[src/rtl/mem_pkg.sv]
// Shared definitions for the MEM-stage load/store path: funct3 width codes,
// FSM state encoding, the latched-transaction payload and the alignment check
// used by the optional misalignment trap (MISALIGN_TRAP_EN).
package mem_pkg;

    localparam int DMEM_BE_WIDTH = 4;

    localparam logic [2:0] F3_LB  = 3'b000;
    localparam logic [2:0] F3_LH  = 3'b001;
    localparam logic [2:0] F3_LW  = 3'b010;
    localparam logic [2:0] F3_LBU = 3'b100;
    localparam logic [2:0] F3_LHU = 3'b101;
    localparam logic [2:0] F3_SB  = 3'b000;
    localparam logic [2:0] F3_SH  = 3'b001;
    localparam logic [2:0] F3_SW  = 3'b010;

    typedef enum logic [1:0] {
        ST_IDLE      = 2'd0,
        ST_REQ       = 2'd1,
        ST_WAIT_RESP = 2'd2
    } state_t;

    // Instruction fields held while a memory transaction is in flight
    typedef struct packed {
        logic [31:0] addr;
        logic [2:0]  funct3;
        logic [4:0]  rd;
        logic        reg_write;
        logic        m2reg;
        logic        is_store;
    } pend_t;

    // Halfword accesses need addr[0]=0, word accesses need addr[1:0]=0
    function automatic logic is_misaligned(input logic [2:0] f3,
                                           input logic [1:0] addr_lo,
                                           input logic       store);
        logic half;
        logic word;
        half = store ? (f3 == F3_SH) : (f3 == F3_LH || f3 == F3_LHU);
        word = store ? (f3 == F3_SW) : (f3 == F3_LW);
        return (half && addr_lo[0]) || (word && (addr_lo != 2'b00));
    endfunction

endpackage

[src/rtl/mem_access_stage_store_align.sv]
// Store lane steering: replicates store data across byte lanes and derives
// byte enables from funct3 and the low address bits. Purely combinational so
// a future cache path can share it.
module store_align
    import mem_pkg::*;
(
    input  logic [2:0]               funct3,
    input  logic [1:0]               addr_lo,
    input  logic [31:0]              store_data,
    output logic [31:0]              wdata,
    output logic [DMEM_BE_WIDTH-1:0] be
);

    // Width decode; unknown widths write nothing but still issue a request
    always_comb begin
        wdata = store_data;
        be    = '0;
        case (funct3)
            F3_SB: begin
                wdata = {4{store_data[7:0]}};
                be    = 4'b0001 << addr_lo;
            end
            F3_SH: begin
                wdata = {2{store_data[15:0]}};
                be    = addr_lo[1] ? 4'b1100 : 4'b0011;
            end
            F3_SW: begin
                wdata = store_data;
                be    = 4'b1111;
            end
            default: begin
                wdata = store_data;
                be    = '0;
            end
        endcase
    end

endmodule

[src/rtl/mem_access_stage.sv]
// MEM-stage load/store unit. Accepts one op per handshake in IDLE, issues a
// word-aligned data-memory request for loads/stores, and registers the MEM/WB
// payload with a one-cycle wb_valid pulse. Accesses that run too long are
// abandoned with wb_bus_err. Define MISALIGN_TRAP_EN to trap misaligned
// half/word accesses instead of issuing them.
module mem_access_stage
    import mem_pkg::*;
#(
    parameter int TIMEOUT_CYCLES = 255
) (
    input  logic                     clk,
    input  logic                     rst,
    input  logic                     ex_valid,
    output logic                     ex_ready,
    input  logic [31:0]              ex_alu_result,
    input  logic [31:0]              ex_store_data,
    input  logic [2:0]               ex_funct3,
    input  logic                     ex_mem_read,
    input  logic                     ex_mem_write,
    input  logic                     ex_m2reg,
    input  logic [4:0]               ex_rd,
    input  logic                     ex_reg_write,
    output logic                     dmem_req,
    output logic                     dmem_we,
    output logic [31:0]              dmem_addr,
    output logic [31:0]              dmem_wdata,
    output logic [DMEM_BE_WIDTH-1:0] dmem_be,
    input  logic                     dmem_ready,
    input  logic                     dmem_rvalid,
    input  logic [31:0]              dmem_rdata,
    output logic                     wb_valid,
    output logic [31:0]              wb_address,
    output logic [31:0]              wb_rdata,
    output logic                     wb_m2reg,
    output logic [2:0]               wb_funct3,
    output logic [4:0]               wb_rd,
    output logic                     wb_reg_write,
    output logic                     wb_bus_err,
    output logic                     wb_misalign
);

    localparam int CNT_W = $clog2(TIMEOUT_CYCLES + 1);
    localparam logic [CNT_W-1:0] CNT_LAST = CNT_W'(TIMEOUT_CYCLES - 1);

    state_t                   st;
    state_t                   st_nxt;
    logic [CNT_W-1:0]         cnt;
    pend_t                    pend;
    logic [31:0]              req_wdata;
    logic [DMEM_BE_WIDTH-1:0] req_be;
    logic [31:0]              al_wdata;
    logic [DMEM_BE_WIDTH-1:0] al_be;
    logic                     is_mem;
    logic                     trap;
    logic                     accept;
    logic                     done_ok;
    logic                     timeout;

    store_align u_align (
        .funct3     (ex_funct3),
        .addr_lo    (ex_alu_result[1:0]),
        .store_data (ex_store_data),
        .wdata      (al_wdata),
        .be         (al_be)
    );

    assign is_mem = ex_mem_read | ex_mem_write;
`ifdef MISALIGN_TRAP_EN
    assign trap = is_mem && is_misaligned(ex_funct3, ex_alu_result[1:0], ex_mem_write);
`else
    assign trap = 1'b0;
`endif
    assign accept = (st == ST_IDLE) && ex_valid;

    // Request outputs come from the latched copy so they stay stable in REQ
    assign dmem_we    = dmem_req & pend.is_store;
    assign dmem_addr  = dmem_req ? {pend.addr[31:2], 2'b00} : 32'h0;
    assign dmem_wdata = dmem_req ? req_wdata : 32'h0;
    assign dmem_be    = dmem_req ? req_be : '0;

    // State register
    always_ff @(posedge clk) begin
        if (rst) st <= ST_IDLE;
        else     st <= st_nxt;
    end

    // Next state and handshake; completion takes priority over timeout
    always_comb begin
        st_nxt   = st;
        ex_ready = 1'b0;
        dmem_req = 1'b0;
        done_ok  = 1'b0;
        timeout  = 1'b0;
        case (st)
            ST_IDLE: begin
                ex_ready = 1'b1;
                if (ex_valid && is_mem && !trap) st_nxt = ST_REQ;
            end
            ST_REQ: begin
                dmem_req = 1'b1;
                if (dmem_ready && (pend.is_store || dmem_rvalid)) begin
                    done_ok = 1'b1;
                    st_nxt  = ST_IDLE;
                end else if (cnt == CNT_LAST) begin
                    timeout = 1'b1;
                    st_nxt  = ST_IDLE;
                end else if (dmem_ready) begin
                    st_nxt = ST_WAIT_RESP;
                end
            end
            ST_WAIT_RESP: begin
                if (dmem_rvalid) begin
                    done_ok = 1'b1;
                    st_nxt  = ST_IDLE;
                end else if (cnt == CNT_LAST) begin
                    timeout = 1'b1;
                    st_nxt  = ST_IDLE;
                end
            end
            default: st_nxt = ST_IDLE;
        endcase
    end

    // Cycles spent in REQ+WAIT_RESP; zero on the first REQ cycle
    always_ff @(posedge clk) begin
        if (rst || st == ST_IDLE || st_nxt == ST_IDLE) cnt <= '0;
        else                                           cnt <= cnt + 1'b1;
    end

    // Latch the accepted memory op; loads carry no byte enables
    always_ff @(posedge clk) begin
        if (rst) begin
            pend      <= '0;
            req_wdata <= '0;
            req_be    <= '0;
        end else if (accept && is_mem && !trap) begin
            pend.addr      <= ex_alu_result;
            pend.funct3    <= ex_funct3;
            pend.rd        <= ex_rd;
            pend.reg_write <= ex_reg_write;
            pend.m2reg     <= ex_m2reg;
            pend.is_store  <= ex_mem_write;
            req_wdata      <= ex_mem_write ? al_wdata : 32'h0;
            req_be         <= ex_mem_write ? al_be : '0;
        end
    end

    // MEM/WB register: pulse wb_valid on direct completion, memory completion or timeout
    always_ff @(posedge clk) begin
        if (rst) begin
            wb_valid     <= 1'b0;
            wb_address   <= '0;
            wb_rdata     <= '0;
            wb_m2reg     <= 1'b0;
            wb_funct3    <= '0;
            wb_rd        <= '0;
            wb_reg_write <= 1'b0;
            wb_bus_err   <= 1'b0;
            wb_misalign  <= 1'b0;
        end else begin
            wb_valid <= 1'b0;
            if (accept && (!is_mem || trap)) begin
                wb_valid     <= 1'b1;
                wb_address   <= ex_alu_result;
                wb_rdata     <= 32'h0;
                wb_m2reg     <= ex_m2reg;
                wb_funct3    <= ex_funct3;
                wb_rd        <= ex_rd;
                wb_reg_write <= ex_reg_write & ~trap;
                wb_bus_err   <= 1'b0;
                wb_misalign  <= trap;
            end else if (done_ok || timeout) begin
                wb_valid     <= 1'b1;
                wb_address   <= pend.addr;
                wb_rdata     <= (done_ok && !pend.is_store) ? dmem_rdata : 32'h0;
                wb_m2reg     <= pend.m2reg;
                wb_funct3    <= pend.funct3;
                wb_rd        <= pend.rd;
                wb_reg_write <= pend.reg_write & ~timeout;
                wb_bus_err   <= timeout;
                wb_misalign  <= 1'b0;
            end
        end
    end

endmodule

[config.mk]
export PLATFORM = sky130hd
export DESIGN_NAME = mem_access_stage
export DESIGN_NICKNAME = d
export VERILOG_FILES = /design/src/rtl/mem_pkg.sv /design/src/rtl/mem_access_stage_store_align.sv /design/src/rtl/mem_access_stage.sv
export SDC_FILE = /design/constraint.sdc
export NUM_CORES = 1
export LEC_CHECK = 0
export ABC_AREA = 1
export BUFFER_PORTS_ARGS = -buffer_cell sky130_fd_sc_hd__buf_2
export CORE_UTILIZATION = 35
export CTS_CLUSTER_DIAMETER = 30
export DETAILED_ROUTE_END_ITERATION = 8
export PLACE_DENSITY = 0.67
export SLEW_MARGIN = 20
export SYNTH_ARGS = -nofsm -noshare
export SYNTH_HDL_FRONTEND = slang
export SYNTH_SLANG_ARGS = --single-unit
[constraint.sdc]
create_clock -name clk -period 2.8 [get_ports clk]
set_input_delay 0.14 -clock clk [delete_from_list [all_inputs] [get_ports clk]]
set_output_delay 0.14 -clock clk [all_outputs]
set_load 0.02 [all_outputs]
-- Word-level counts from Yosys, hierarchy flattened
Index checks and enable logic that the tools add are counted.
- register bits: 165
- bitwise logic cells: 4
- mux-type cells: 37
- reduce and logical (&&, ||, !) cells: 17
- eq/ne operators: 5
- add/sub/neg operators: 1
- shift operators: 1
- operators with widths (operator ; count):
    $mux 32 ; 6
    $pmux 32 s2 ; 1
    $mux 1 ; 13
    $mux 2 ; 6
    $mux 4 ; 3
    $pmux 4 s3 ; 1
    $mux 5 ; 2
    $add 8x1->8 const B ; 1
    $eq 8x8->1 const B ; 1
    $logic_and 1x1->1 ; 6
    $mux 3 ; 2
    $pmux 2 s3 ; 1
    $logic_not 2->1 ; 2
    $logic_or 1x1->1 ; 4
    $pmux 1 s2 ; 2
    $shl 1x2->4 const A ; 1
    $eq 3x1->1 const B ; 1
    $eq 3x2->1 const B ; 1
    $logic_not 3->1 ; 1
    $and 1x1->1 ; 2
    $eq 2x1->1 const B ; 1
    $eq 2x2->1 const B ; 1
    $logic_not 1->1 ; 2
    $reduce_bool 2->1 ; 1
    3 further kinds ; 3

-- Depth between registers and ports, before layout
- word-level depth: 8
- depth in mapped cells: 13
- depth with buffers taken out: 11

-- Modules after synthesis
A second synthesis with hierarchy kept.
- cells, all modules: 1225
- area total of the unflattened synthesis: 7825.0 µm²
- by module, submodules not included (module ; area an instance (µm²) ; cells an instance ; times used):
    mem_access_stage ; 7318.3 ; 1117 ; 1
    store_align ; 506.7 ; 108 ; 1

-- Worst setup path after synthesis
OpenSTA, ideal clock, no wires.
- path type: flip-flop to output port
- from: register st[1]
- to: output port dmem_be[0]
- data arrival time: 1.657 ns
- path slack: 1.003 ns
- buffers on the path: 3
- required time: 2.660 ns
- cell stages (with the launch flop): 8
- path through: dfxtp_1 inv_1 ha_1 buf_2 clkbuf_1 buf_1 nand2_1 inv_1
- word-level cells in the longest chain between the ends: 3
- ends and longest elaborated chain (item ; RTL line ; source):
    from (decl) ; mem_access_stage.sv:45 ; state_t st;
    from (signal assigned) ; mem_access_stage.sv:84 ; else st <= st_nxt;
    $eq 2x1->1 ; mem_access_stage.sv:94 ; case (st)
    $mux 1 ; mem_access_stage.sv:94 ;
    via dmem_req ; mem_access_stage.sv:23 ; output logic dmem_req,
    $mux 4 ; mem_access_stage.sv:79 ; assign dmem_be = dmem_req ? req_be : '0;
    to (decl) ; mem_access_stage.sv:27 ; output logic [DMEM_BE_WIDTH-1:0] dmem_be,
The timed path passes the listed nets, and every way through them passes these cells.

-- Worst setup path after layout
- from: register st[1]
- to: output port dmem_addr[27]
- word-level cells in the longest chain between the ends: 3
- ends and longest elaborated chain (item ; RTL line ; source):
    $eq 2x1->1 ; mem_access_stage.sv:94 ;
    $mux 1 ; mem_access_stage.sv:94 ;
    $mux 32 ; mem_access_stage.sv:77 ; assign dmem_addr = dmem_req ? {pend.addr[31:2], 2'b00} : 32'h0;
    to (decl) ; mem_access_stage.sv:25 ; output logic [31:0] dmem_addr,
No other way between the ends.

==> results.tsv <==
metric	value	unit
synthTopCellsByArea	dfxtp_1 43%, nand2_1 20%, nor2_1 8.2%	
required	2.66	ns
fin_worst_skew	0.0108	ns
place.gp.congestion	0.788	
ff_latch_area	3300	µm²
crit_type	reg2out	
synth_top_area_share	42.9	%
synth_common_cells	413 x nand2_1, 169 x nor2_1, 165 x dfxtp_1	
fp.coreArea	21300	µm²
min_path_type	in2reg	
ctsResizeCount	0	
synth_most_common_cell	nand2_1	
ys_types	32	
synth_area_per_cell	6.50	µm²
clk_path_buf_depth	2	
yosys_most_used_dff	dfxtp_1	
fin_crit_sh	86.0	%
p_leak	5.51	nW
yosysTopAreaCell	dfxtp_1	
critPathArrivalTime	2.27	ns
grt_max_degree	85	
setup_slack	0.391	ns
multi_input_area	3480	µm²
htreeDepth	4	
fmax	415	MHz
rsz0062_at_grt	false	
wire_per_inst	12.7	µm
setup_viol	0	
holdWs	0.0120	ns
antenna_found_initial	0	
clock_latency	0.43	ns
seq_area_frac_synth	42.9	%
critPathMaxFanout	46	
ant_nets	0	
start_kind	register	
routed_wl	22500	µm
synth_cells	1184	
port_buffers	257	
nets	1600	
cts_setup_buffers	0	
gr-total-overflow	0	
relSlewSlack	51.7	%
path_clk_slew	0.07	ns
drive_gt1_share	22.4	%
ys_warn_count	0	
ir_drop	0.000365	V
dr.pass1.iters	4	
setup_tns	0	ns
initial_core_util	36.1	%
drv_slew	0	
nFillCells	2147	
grt_pass1_wl	35700	µm
cts-buffers-inserted	17	
cts_hold_buf	72	
rows	53	
fin_crit	2.41	ns
end_kind	primary output	
diodes	0	
pre_cts_slack	0.653	ns
fp.dieH	150	µm
ys_seq_elements	165	
worst_pin_slew	0.723	ns
drt_drc_violations_left	0	
synth-async-reset-ratio	0	%
viasPerCell	4.53	
hpwl	14500	µm
cts_sinks	165	
grt_pass1_vias	7386	
cts_root_buf	clkbuf_16	
cts_tree	done	
final_hold_viol_count	0	
die_w	150	µm
grt.total_usage	19.9	%
netlist_area	7690	µm²
ioPinCount	261	
syn2layout_area_growth	36.2	%
status	completed	
die-area	22600	µm²
cap_violations	0	
synth_edf_count	0	
power.density	572	nW/µm²
drt_iter0_markers	390	
vias	8006	
[flip-flops by register name, summed over array words and instances (netlist names)]
name,cells
req_wdata,32
wb_m2reg,1
wb_valid,1
req_be,4
wb_rd,5
wb_bus_err,1
wb_reg_write,1
wb_rdata,32
st,2
cnt,8
wb_funct3,3
wb_address,32
pend,43
[power breakdown]
part	switching, W	internal (W)
logic	0.000566	0.000366
registers	0.0000752	0.00247
clock network	0.000985	0.00152
[metal layers]
metal	wire [µm]	global-route usage, %	part of all wire [%]
met1	9930	25.1	44
met2	10600	32.8	47
met3	1370	4.09	6.1
met4	518	8.84	2.3
met5	0	0	0
[kinds of logic after synthesis]
logic type      Yosys count  synth area share, %
other cells               1               0.0487
xor+xnor                  6                0.683
compound gates          157                 10.8
simple gates            633                 32.6
fa+ha+maj                 6                0.976
flops                   165                 42.9
buf+inv                 216                 12.0
[critical path, cell delays in order (launching register included)]
cell and delay [ns]:
dfxtp_1 0.34, inv_1 0.11, ha_2 0.19, buf_4 0.27
buf_4 0.52, nand2_1 0.15, inv_1 0.08, buf_2 0.15
[final cells by class]
class,instances,share of cell area (%)
multi-input cells,805,33.2
repair buffers,347,20.8
clock buffers,21,4.30
well taps,275,3.28
inverters,145,5.20
flip-flops and latches,165,31.5
clock inverters,11,1.65
[final timing paths]
check               from            end  slack (ns)  cells past startpoint
min reg2reg  wb_rdata[5]    wb_rdata[5]        0.46                      2
min             ex_rd[1]        pend[4]        0.01                      3
max reg2reg        st[1]         cnt[2]        0.69                     11
max                st[1]  dmem_addr[27]        0.39                      7
[metrics by stage]
step	power (W)	utilization [%]	cell area (µm²)	cells
floorplan	0.00317	-	7700	1186
global placement	0.00344	42.9	9120	1664
detailed placement	0.00345	42.9	9120	1664
CTS	0.00606	49.2	10500	1768
global route	0.00630	49.2	10500	1769
finish	0.00599	49.2	10500	1769
[placed cells by master, fill, tap and decap left out, types with 2 or more instances in the layout]
| master | count |
|---|---|
| nor2_1 | 168 |
| clkbuf_16 | 17 |
| bufinv_16 | 4 |
| nor2_2 | 2 |
| inv_2 | 2 |
| conb_1 | 3 |
| buf_4 | 14 |
| clkinvlp_4 | 4 |
| xnor2_1 | 2 |
| or2_2 | 16 |
| buf_12 | 3 |
| ha_1 | 5 |
| nand2_1 | 412 |
| a21oi_1 | 83 |
| nand2_2 | 5 |
| nand3_1 | 22 |
| inv_1 | 143 |
| nand4_1 | 2 |
| o21ai_1 | 9 |
| o211ai_1 | 16 |
| inv_6 | 2 |
| xor2_1 | 4 |
| o21ai_0 | 48 |
| dfxtp_1 | 165 |
| buf_2 | 257 |
| dlygate4sd3_1 | 73 |
| clkbuf_1 | 3 |
Note: power is estimated with default switching activity, not from simulation.
